===== src/rtl/uart_rx_fifo_if.sv =====
// Byte stream handshake between the UART receiver FIFO and its consumer.
// The master drives the data and valid signals, and the slave drives ready.
interface uart_rx_fifo_if;
  logic [7:0] rx_data;
  logic       rx_valid;
  logic       rx_ready;

  modport master (
    output rx_data,
    output rx_valid,
    input  rx_ready
  );

  modport slave (
    input  rx_data,
    input  rx_valid,
    output rx_ready
  );
endinterface


===== src/rtl/uart_rx_fifo.sv =====
// 8N1 UART receiver with a small fall-through RX FIFO and a clear_req pop echo.
// Define UART_RX_PARITY_EN to add an even-parity bit and the parity_err output.
module uart_rx_fifo #(
  parameter int CLKS_PER_BIT = 4167,
  parameter int FIFO_DEPTH   = 4
) (
  input  logic                        clk,
  input  logic                        rst_n,
  input  logic                        ser_rx,
  uart_rx_fifo_if.master              rx,
  output logic                        clear_req,
  output logic                        frame_err,
  output logic                        overrun,
  output logic                        rx_busy,
`ifdef UART_RX_PARITY_EN
  output logic                        parity_err,
`endif
  output logic [$clog2(FIFO_DEPTH):0] fifo_count
);

  localparam int          AW        = $clog2(FIFO_DEPTH);
  localparam int          CW        = AW + 1;
  localparam logic [15:0] BIT_LOAD  = 16'(CLKS_PER_BIT - 1);
  localparam logic [15:0] HALF_LOAD = 16'((CLKS_PER_BIT / 2) - 1);
  localparam logic [AW:0] PTR_ONE   = (AW + 1)'(1);
  localparam logic [CW-1:0] FULL_COUNT = CW'(FIFO_DEPTH);

`ifdef UART_RX_PARITY_EN
  typedef enum logic [2:0] {IDLE, START, DATA, PARITY, STOP, BREAK} state_t;
`else
  typedef enum logic [2:0] {IDLE, START, DATA, STOP, BREAK} state_t;
`endif

  state_t      state;
  logic [1:0]  sync_reg;
  logic        rxs;
  logic        rxs_d;
  logic [15:0] cnt;
  logic [2:0]  bit_idx;
  logic [7:0]  shift;
`ifdef UART_RX_PARITY_EN
  logic        par_bad;
`endif

  logic            stop_sample;
  logic            push_req;
  logic            push_ok;
  logic            pop;
  logic            full;
  logic            not_empty;
  logic [AW:0]     wr_ptr;
  logic [AW:0]     rd_ptr;
  logic [CW-1:0]   count;
  logic [7:0]      mem [FIFO_DEPTH];

  // Two-flop synchroniser; resets to the idle (high) line level.
  always_ff @(posedge clk or negedge rst_n) begin
    if (!rst_n) begin
      sync_reg <= 2'b11;
    end else begin
      sync_reg <= {sync_reg[0], ser_rx};
    end
  end

  assign rxs = sync_reg[1];

  always_ff @(posedge clk or negedge rst_n) begin
    if (!rst_n) begin
      state     <= IDLE;
      rxs_d     <= 1'b1;
      cnt       <= '0;
      bit_idx   <= '0;
      shift     <= '0;
      frame_err <= 1'b0;
`ifdef UART_RX_PARITY_EN
      par_bad    <= 1'b0;
      parity_err <= 1'b0;
`endif
    end else begin
      rxs_d     <= rxs;
      frame_err <= 1'b0;
`ifdef UART_RX_PARITY_EN
      parity_err <= 1'b0;
`endif
      case (state)
        IDLE: begin
          if (rxs_d && !rxs) begin
            state <= START;
            cnt   <= HALF_LOAD;
          end
        end
        START: begin
          if (cnt != 16'd0) begin
            cnt <= cnt - 16'd1;
          end else if (!rxs) begin
            state   <= DATA;
            cnt     <= BIT_LOAD;
            bit_idx <= '0;
          end else begin
            state <= IDLE;
          end
        end
        DATA: begin
          if (cnt != 16'd0) begin
            cnt <= cnt - 16'd1;
          end else begin
            shift <= {rxs, shift[7:1]};
            cnt   <= BIT_LOAD;
            if (bit_idx == 3'd7) begin
`ifdef UART_RX_PARITY_EN
              state <= PARITY;
`else
              state <= STOP;
`endif
            end else begin
              bit_idx <= bit_idx + 3'd1;
            end
          end
        end
`ifdef UART_RX_PARITY_EN
        PARITY: begin
          if (cnt != 16'd0) begin
            cnt <= cnt - 16'd1;
          end else begin
            // Even parity: data bits plus parity bit must hold an even number of ones.
            par_bad <= ^{shift, rxs};
            cnt     <= BIT_LOAD;
            state   <= STOP;
          end
        end
`endif
        STOP: begin
          if (cnt != 16'd0) begin
            cnt <= cnt - 16'd1;
          end else begin
`ifdef UART_RX_PARITY_EN
            parity_err <= par_bad;
`endif
            // Returning to IDLE right at the stop centre leaves half a bit to catch the next start edge.
            if (rxs) begin
              state <= IDLE;
            end else begin
              frame_err <= 1'b1;
              state     <= BREAK;
            end
          end
        end
        BREAK: begin
          if (rxs) begin
            state <= IDLE;
          end
        end
        default: state <= IDLE;
      endcase
    end
  end

  assign rx_busy     = (state != IDLE);
  assign stop_sample = (state == STOP) && (cnt == 16'd0);
`ifdef UART_RX_PARITY_EN
  assign push_req    = stop_sample && rxs && !par_bad;
`else
  assign push_req    = stop_sample && rxs;
`endif

  assign count     = wr_ptr - rd_ptr;
  assign full      = (count == FULL_COUNT);
  assign not_empty = (count != '0);
  assign pop       = not_empty && rx.rx_ready;
  // A pop on a full FIFO frees the slot in the same cycle, so the push still lands.
  assign push_ok   = push_req && (!full || pop);

  always_ff @(posedge clk) begin
    if (push_ok) begin
      mem[wr_ptr[AW-1:0]] <= shift;
    end
  end

  always_ff @(posedge clk or negedge rst_n) begin
    if (!rst_n) begin
      wr_ptr    <= '0;
      rd_ptr    <= '0;
      clear_req <= 1'b0;
      overrun   <= 1'b0;
    end else begin
      if (push_ok) begin
        wr_ptr <= wr_ptr + PTR_ONE;
      end
      if (pop) begin
        rd_ptr <= rd_ptr + PTR_ONE;
      end
      clear_req <= pop;
      overrun   <= push_req && full && !pop;
    end
  end

  assign fifo_count  = count;
  assign rx.rx_valid = not_empty;
  assign rx.rx_data  = not_empty ? mem[rd_ptr[AW-1:0]] : 8'h00;

endmodule


===== src/flat_wrapper.sv =====
// flat-port wrapper written by rule: the top's interface ports become plain ports
module uart_rx_fifo_flat 
#(
  parameter int CLKS_PER_BIT = 4167,
  parameter int FIFO_DEPTH   = 4
)
  (clk, rst_n, ser_rx, clear_req, frame_err, overrun, rx_busy, fifo_count, rx_rx_data, rx_rx_valid, rx_rx_ready);
  uart_rx_fifo_if rx_i ();
  input  logic clk;
  input  logic rst_n;
  input  logic ser_rx;
  output logic clear_req;
  output logic frame_err;
  output logic overrun;
  output logic rx_busy;
  output logic [$clog2(FIFO_DEPTH):0] fifo_count;
  output wire logic [$bits(rx_i.rx_data)-1:0] rx_rx_data;
  output wire logic [$bits(rx_i.rx_valid)-1:0] rx_rx_valid;
  input wire logic [$bits(rx_i.rx_ready)-1:0] rx_rx_ready;
  assign rx_rx_data = rx_i.rx_data;
  assign rx_rx_valid = rx_i.rx_valid;
  assign rx_i.rx_ready = rx_rx_ready;
  uart_rx_fifo #(.CLKS_PER_BIT(CLKS_PER_BIT), .FIFO_DEPTH(FIFO_DEPTH)) u_core (.clk(clk), .rst_n(rst_n), .ser_rx(ser_rx), .rx(rx_i), .clear_req(clear_req), .frame_err(frame_err), .overrun(overrun), .rx_busy(rx_busy), .fifo_count(fifo_count));
endmodule

===== config.mk =====
export PLATFORM = sky130hd
export DESIGN_NAME = uart_rx_fifo_flat
export DESIGN_NICKNAME = d
export VERILOG_FILES = /design/src/rtl/uart_rx_fifo_if.sv /design/src/rtl/uart_rx_fifo.sv /design/src/flat_wrapper.sv
export SDC_FILE = /design/constraint.sdc
export NUM_CORES = 1
export LEC_CHECK = 0
export ABC_AREA = 1
export BUFFER_PORTS_ARGS = -buffer_cell sky130_fd_sc_hd__buf_2
export CAP_MARGIN = 25
export CORE_MARGIN = 5
export CORE_UTILIZATION = 55
export DETAILED_ROUTE_END_ITERATION = 12
export GPL_TIMING_DRIVEN = 0
export PLACE_DENSITY = 0.82
export SLEW_MARGIN = 0
export SYNTH_ARGS = -nofsm -noshare
export SYNTH_HDL_FRONTEND = slang
export SYNTH_SLANG_ARGS = --single-unit

===== constraint.sdc =====
create_clock -name clk -period 3.3 [get_ports clk]
set_clock_uncertainty 0.15 [all_clocks]
set_input_delay 0.495 -clock clk [delete_from_list [all_inputs] [get_ports clk]]
set_output_delay 0.495 -clock clk [all_outputs]
set_load 0.1 [all_outputs]

Word-level counts from Yosys, hierarchy flattened
Memories as Yosys holds them, arrays and structs flattened.
Cells that the tools add are included.

storage, ports and cells
  memories kept = 1
  logic and storage cells = 82
  output and inout port bits = 16
  bits in writable memories = 32
  bits in registers = 42

cells by class
  add/sub/neg operators = 5
  reductions and logical operators = 22
  bitwise gates (word level) = 1
  mux-type cells = 26
  equal/unequal tests = 16

memory list
  memory      words  width  rd ports  clocked after Yosys merged registers in  write ports  RTL line            source
  u_core.mem  4      8      1         0                                        1            uart_rx_fifo.sv:54  logic [7:0] mem [FIFO_DEPTH];

operators with widths
  cell                     count
  $mux W16                 5
  $pmux W16 S4             1
  $mux W3                  11
  $logic_not A16 Y1        1
  $reduce_bool A16 Y1      1
  $sub A16 B1 Y16 const B  1
  $pmux W3 S5              1
  $ne A2 B2 Y1 const B     5
  $add A3 B1 Y3 const B    3
  $eq A3 B3 Y1 const B     3
  $mux W8                  1
  $ne A2 B1 Y1 const B     4
  $logic_and A1 B1 Y1      7
  $eq A3 B2 Y1 const B     2
  $pmux W3 S2              1
  $reduce_and A6 Y1        1
  $reduce_bool A3 Y1       2
  $mux W1                  5
  $reduce_and A5 Y1        1
  $reduce_and A4 Y1        1
  $reduce_bool A4 Y1       1
  $eq A3 B1 Y1 const B     1
  $logic_not A1 Y1         3
  $logic_not A3 Y1         1
  7 further kinds          7

Depth between registers and ports, before layout
  word-level depth = 7
  gate-level depth with buffers = 10

Least setup slack after synthesis
Ideal clock, no wire load.

  path type = register to register
  from = register u_core.wr_ptr[0]
  to = memory u_core.mem[0][0] (enable)
  arrival time = 3.267 ns
  slack = -0.391 ns
  buffers on the path = 0
  stages on the path, launching flop included = 9
  cells stage by stage = dfrtp_1 > inv_1 > ha_1 > fa_1 > xor2_1 > xor2_1 > nand2_2 > nand2_2 > nor2_1

on the way
  cells in the longest elaborated chain, start to end = 7
  elaborated cells on any way between the ends = 9

ends and longest elaborated chain
  what                                                     RTL line                                  source
  from (decl)                                              uart_rx_fifo.sv:51                        logic [AW:0] wr_ptr;
  from (signal assigned)                                   uart_rx_fifo.sv:187                       wr_ptr <= wr_ptr + PTR_ONE;
  $sub A3 B3 Y3 *                                          uart_rx_fifo.sv:166                       assign count = wr_ptr - rd_ptr;
  named net fifo_count[2]                                  flat_wrapper.sv:16                        output logic [$clog2(FIFO_DEPTH):0] fifo_count;
  $eq A3 B3 Y1 or $reduce_bool A3 Y1 (tied branches)       uart_rx_fifo.sv:167, uart_rx_fifo.sv:168
  $logic_not A1 Y1 or $logic_and A1 B1 Y1 (tied branches)  uart_rx_fifo.sv:171, uart_rx_fifo.sv:169
  $logic_or A1 B1 Y1 *                                     uart_rx_fifo.sv:171                       assign push_ok = push_req && (!full || pop);
  $logic_and A1 B1 Y1 *                                    uart_rx_fifo.sv:171
  $mux W1 *                                                uart_rx_fifo.sv:174                       if (push_ok) begin
  $mux W1 (implied by the code) *                          uart_rx_fifo.sv:175                       mem[wr_ptr[AW-1:0]] <= shift;
  to (decl)                                                uart_rx_fifo.sv:54

The timed path passes the listed nets; every way through them passes the cells marked *.

Worst setup path after layout
  from = register u_core.wr_ptr[0]
  to = output rx_rx_data[0]

on the way
  cells in the longest elaborated chain, start to end = 3

ends and longest elaborated chain
  what                RTL line             source
  $sub A3 B3 Y3       uart_rx_fifo.sv:166
  $reduce_bool A3 Y1  uart_rx_fifo.sv:168  assign not_empty = (count != '0);
  $mux W8             uart_rx_fifo.sv:199  assign rx.rx_data = not_empty ? mem[rd_ptr[AW-1:0]] : 8'h00;
  to (decl)           flat_wrapper.sv:17   output wire logic [$bits(rx_i.rx_data)-1:0] rx_rx_data;

No other way between the ends.

==> results_tabular.tex <==
\begin{tabular}{lr}
\hline
Metric & Value \\
\hline
\multicolumn{2}{l}{\textbf{Status}} \\
Outcome & completed \\
\multicolumn{2}{l}{\textbf{Detailed routing}} \\
Remaining antenna violation count after routing & 0 \\
Total length of routed wires & $\sim$7600 um \\
Violation count after the first detailed-route iteration & 171 \\
Routed length per placed instance & around 14 um \\
Routed via count divided by cell count & $\sim$5.5 \\
Initial DRT Pass Iterations & 4 \\
Vias after detailed routing & 2932 \\
Number of remaining DRC errors & 0 \\
\multicolumn{2}{l}{\textbf{Timing}} \\
Highest clock frequency the design can meet & $\sim$320 MHz \\
Worst-case headroom to the max-slew limit & between 40 and 50\% \\
Final total negative setup slack & 0 ps \\
Actual slew at the worst max-slew pin & 817.4 ps \\
\# setup viols final & 0 \\
Unrepaired setup endpoints after global routing & no \\
Final min period & 3111 ps \\
Final Cycle Share & 94.27\% \\
Hold violation count in the final report & 0 \\
Final Slew Violations & 0 \\
\multicolumn{2}{l}{\textbf{Critical path}} \\
Launching element type of the critical path & flop \\
Logic depth of the worst register-to-register path & 8 \\
Crit Reg-Reg Startpoint & u\_core.wr\_ptr[0] \\
Crit path max fanout & 10 \\
Data arrival, critical path & 2470 ps \\
Setup slack of the most critical reg-to-reg path & around 450 ps \\
Worst Setup Path Type & reg -> out \\
Endpoint of the worst-slack reg-to-reg timing path & u\_core.mem[3][7] \\
Worst setup EP type & primary output \\
Endpoint required time on the critical path & 2650 ps \\
\multicolumn{2}{l}{\textbf{CTS}} \\
H-tree levels & 3 \\
Clock latency of the later-clocked register in the worst-skew pair & approximately 340 ps \\
Clock Tree Buf Depth & 2 \\
Clock input transition at the sequential cells of the worst setup and hold paths & $\sim$80 ps \\
Buffers inserted during post-CTS setup optimization & 0 \\
Cell at the root of the clock tree & clkbuf\_8 \\
Cts bufs inserted & 9 \\
CTS tree & yes \\
Total clock sinks & 74 \\
\multicolumn{2}{l}{\textbf{Final layout}} \\
Largest register FFs & 32 \\
Area of the multi-input gates & approximately 0.0015 mm\^{}2 \\
Number of inserted diodes & 0 \\
Area used by sequential logic in the layout & a little over 0.002 mm\^{}2 \\
Total Nets Final & between 400 and 500 \\
Fill cell total of the finished layout & around 530 \\
Count of placed standard cells in the final layout, fillers left out & between 500 and 600 \\
Ratio of cells with drive above 1 in the final layout & 13.57\% \\
Area overhead of the layout relative to synthesis & 13.28\% \\
\multicolumn{2}{l}{\textbf{Global routing}} \\
Met3 GRT Util & under 10\% \\
Initial antenna violation count & 0 \\
Routing usage on met1 & between 20\% and 30\% \\
Maximum number of pins on one net before global-route repair & 43 \\
Global-route wire length before repair & 12910 um \\
GRT Residual Overflow & 0 \\
Global route hottest layer & met2 \\
Met2 GRT Util & between 30\% and 40\% \\
Overall track demand over capacity in global routing & a little under a fifth \\
Number of global-route vias before repair & 2801 \\
\multicolumn{2}{l}{\textbf{Placement}} \\
Buffers added on ports & 19 \\
Placed Cells incl. Taps & approximately 520 \\
RePlAce Congestion & between 0.9 and 1 \\
Placed wire-length estimate & between 5000 and 6000 um \\
\multicolumn{2}{l}{\textbf{Pwr}} \\
Post-layout power & 0.004267 W \\
Gate power share & a little under three fifths \\
Flop pwr share & between 20\% and 30\% \\
Internal power summed over all cells & 0.002012 W \\
Pwr per Cell Area & between 1000 and 1500 mW/mm\^{}2 \\
Leakage power summed over all cells & between 2 and 2.5 nW \\
Relative contribution of the clock network to total power & roughly 16\% \\
Switching part of the total & $\sim$53\% \\
Net switching power of the design & around 0.0023 W \\
Largest voltage drop on the vdd net & between 0.4 and 0.5 mV \\
\multicolumn{2}{l}{\textbf{Synth}} \\
Avg Inst Size Synth & approximately 8.8 um\^{}2 \\
Dominant synthesized flop cell & dfrtp\_1 \\
EDFF count, synth & 32 \\
Number of warning messages in the yosys log & 0 \\
Synthesized net count & approximately 440 \\
Netlist cell types & 32 \\
Sequential-to-total area share from yosys stat & a little over half \\
Cell types occupying the most area after synthesis & dfrtp\_1 26\%, edfxtp\_1 26\%, nand2\_1 11\%, nor2\_1 6.2\%, inv\_1 4.5\% \\
Top-area cell type share of the netlist area & a little over a quarter \\
Yosys reg bits & 74 \\
Share of synthesized registers carrying an async set or reset & 56.76\% \\
Mapped Area & 0.003702 mm\^{}2 \\
Cell accounting for the most synthesized area & dfrtp\_1 \\
Gate count of the mapped netlist & 420 \\
\multicolumn{2}{l}{\textbf{Floorplan}} \\
Starting density of the core & 55.41\% \\
Floorplan die area & about 0.0085 mm\^{}2 \\
Width of the die & $\sim$92 um \\
Vertical die dimension & roughly 90 um \\
Boundary pin count & 20 \\
Core Area & approximately 0.0067 mm\^{}2 \\
Number of rows created at floorplan & 30 \\
\multicolumn{2}{l}{\textbf{Worst hold path}} \\
Cells on Worst Hold Path & 1 \\
Hold path endpoint & u\_core.sync\_reg[0] \\
Kind of path behind the tightest hold check & in -> reg \\
HP Start & ser\_rx \\
\multicolumn{2}{l}{\textbf{Flow run}} \\
Number of maximum-capacitance constraint violations & 0 \\
\hline
\end{tabular}
per-layer routing:
metal / up-vias / share of wire, % / wire length (um)
met3: 11 / 4.7 / 358
met5: - / 0 / 0
met1: 1405 / 44 / 3306
met4: 0 / 1.5 / 117
li1: 1431 / - / -
met2: 85 / 50 / 3811
metrics by stage:
stage	instance area (um^2)	hold slack, ps	util, %	worst slack (ps)
2_1_floorplan	3710	49.41	-	2.628
3_3_place_gp	3905	196.5	58.45	352.9
3_5_place_dp	3905	199.2	58.45	306.9
4_1_cts	4118	84.42	61.63	15.40
5_1_grt	4194	76.51	62.77	4.073
6_report	4194	92.37	62.77	189.2
logic make-up after synthesis:
group,count (synthesis),share of synthesized area [%]
compound gates,41,6.590
xor+xnor,13,3.075
fa+ha+maj,11,3.920
buf+inv,55,5.745
flops,74,54.44
simple gates,226,26.23
power groups by stage:
stage | combinational, W | sequential [W] | clock (W)
2_1_floorplan | 0.00183 | 0.00119 | 0
3_3_place_gp | 0.00219 | 0.00119 | 0
3_5_place_dp | 0.00223 | 0.00119 | 0
4_1_cts | 0.00230 | 0.00117 | 0.000703
5_1_grt | 0.00259 | 0.00119 | 0.000746
6_report | 0.00239 | 0.00118 | 0.000699
worst max path at each step:
stage,cells after the start,startpoint,slack [ps],to
6_report,10,u_core.wr_ptr[0],190,rx_rx_data[0]
5_1_grt,10,u_core.wr_ptr[0],4,rx_rx_data[0]
4_1_cts,8,u_core.wr_ptr[0],20,rx_rx_valid
3_5_place_dp,10,u_core.wr_ptr[0],310,rx_rx_data[6]
3_3_place_gp,10,u_core.wr_ptr[0],350,rx_rx_data[6]
2_1_floorplan,9,u_core.wr_ptr[0],3,rx_rx_data[0]
critical path: stages (launching register included):
cell     delay (ps)
dfrtp_1         380
inv_1           110
ha_1            210
fa_1            410
xor2_2          220
xnor2_1         160
nand3_1         120
buf_4           190
nand2_1          80
inv_1            60
buf_6           180
synthesized netlist by cell type (6+ instances only):
cell / number
dfrtp_1: 39
edfxtp_1: 32
ha_1: 10
inv_1: 44
nand2_1: 111
nand3_1: 26
nand4_1: 6
nor2_1: 61
o21ai_0: 24
o32ai_1: 8
xor2_1: 9
layout by cell type, fill, tap and decap left out, types with 7 or more instances in the layout:
cell type	n
ha_1	10
edfxtp_1	32
buf_2	11
nor2_1	61
dfrtp_1	39
nand2_1	111
buf_6	7
o32ai_1	8
xor2_1	7
inv_1	44
nand3_1	26
clkbuf_8	9
o21ai_0	24
layout make-up:
class	count	area share [%]
sequential	74	48.06
multi-input combinational	291	35.50
timing repair buffer	21	4.326
inverter	48	4.296
clock buffer	9	2.953
tap	80	2.387
clock inverter	7	1.641
buffer	7	0.8353
repair_timing:
item	CTS	global route
hold endpoints to repair	0	4
resized for setup	8	13
endpoints found under the setup margin	8	9
hold buffers	0	1
gates cloned	0	0
(Power assumes the default switching activity.)
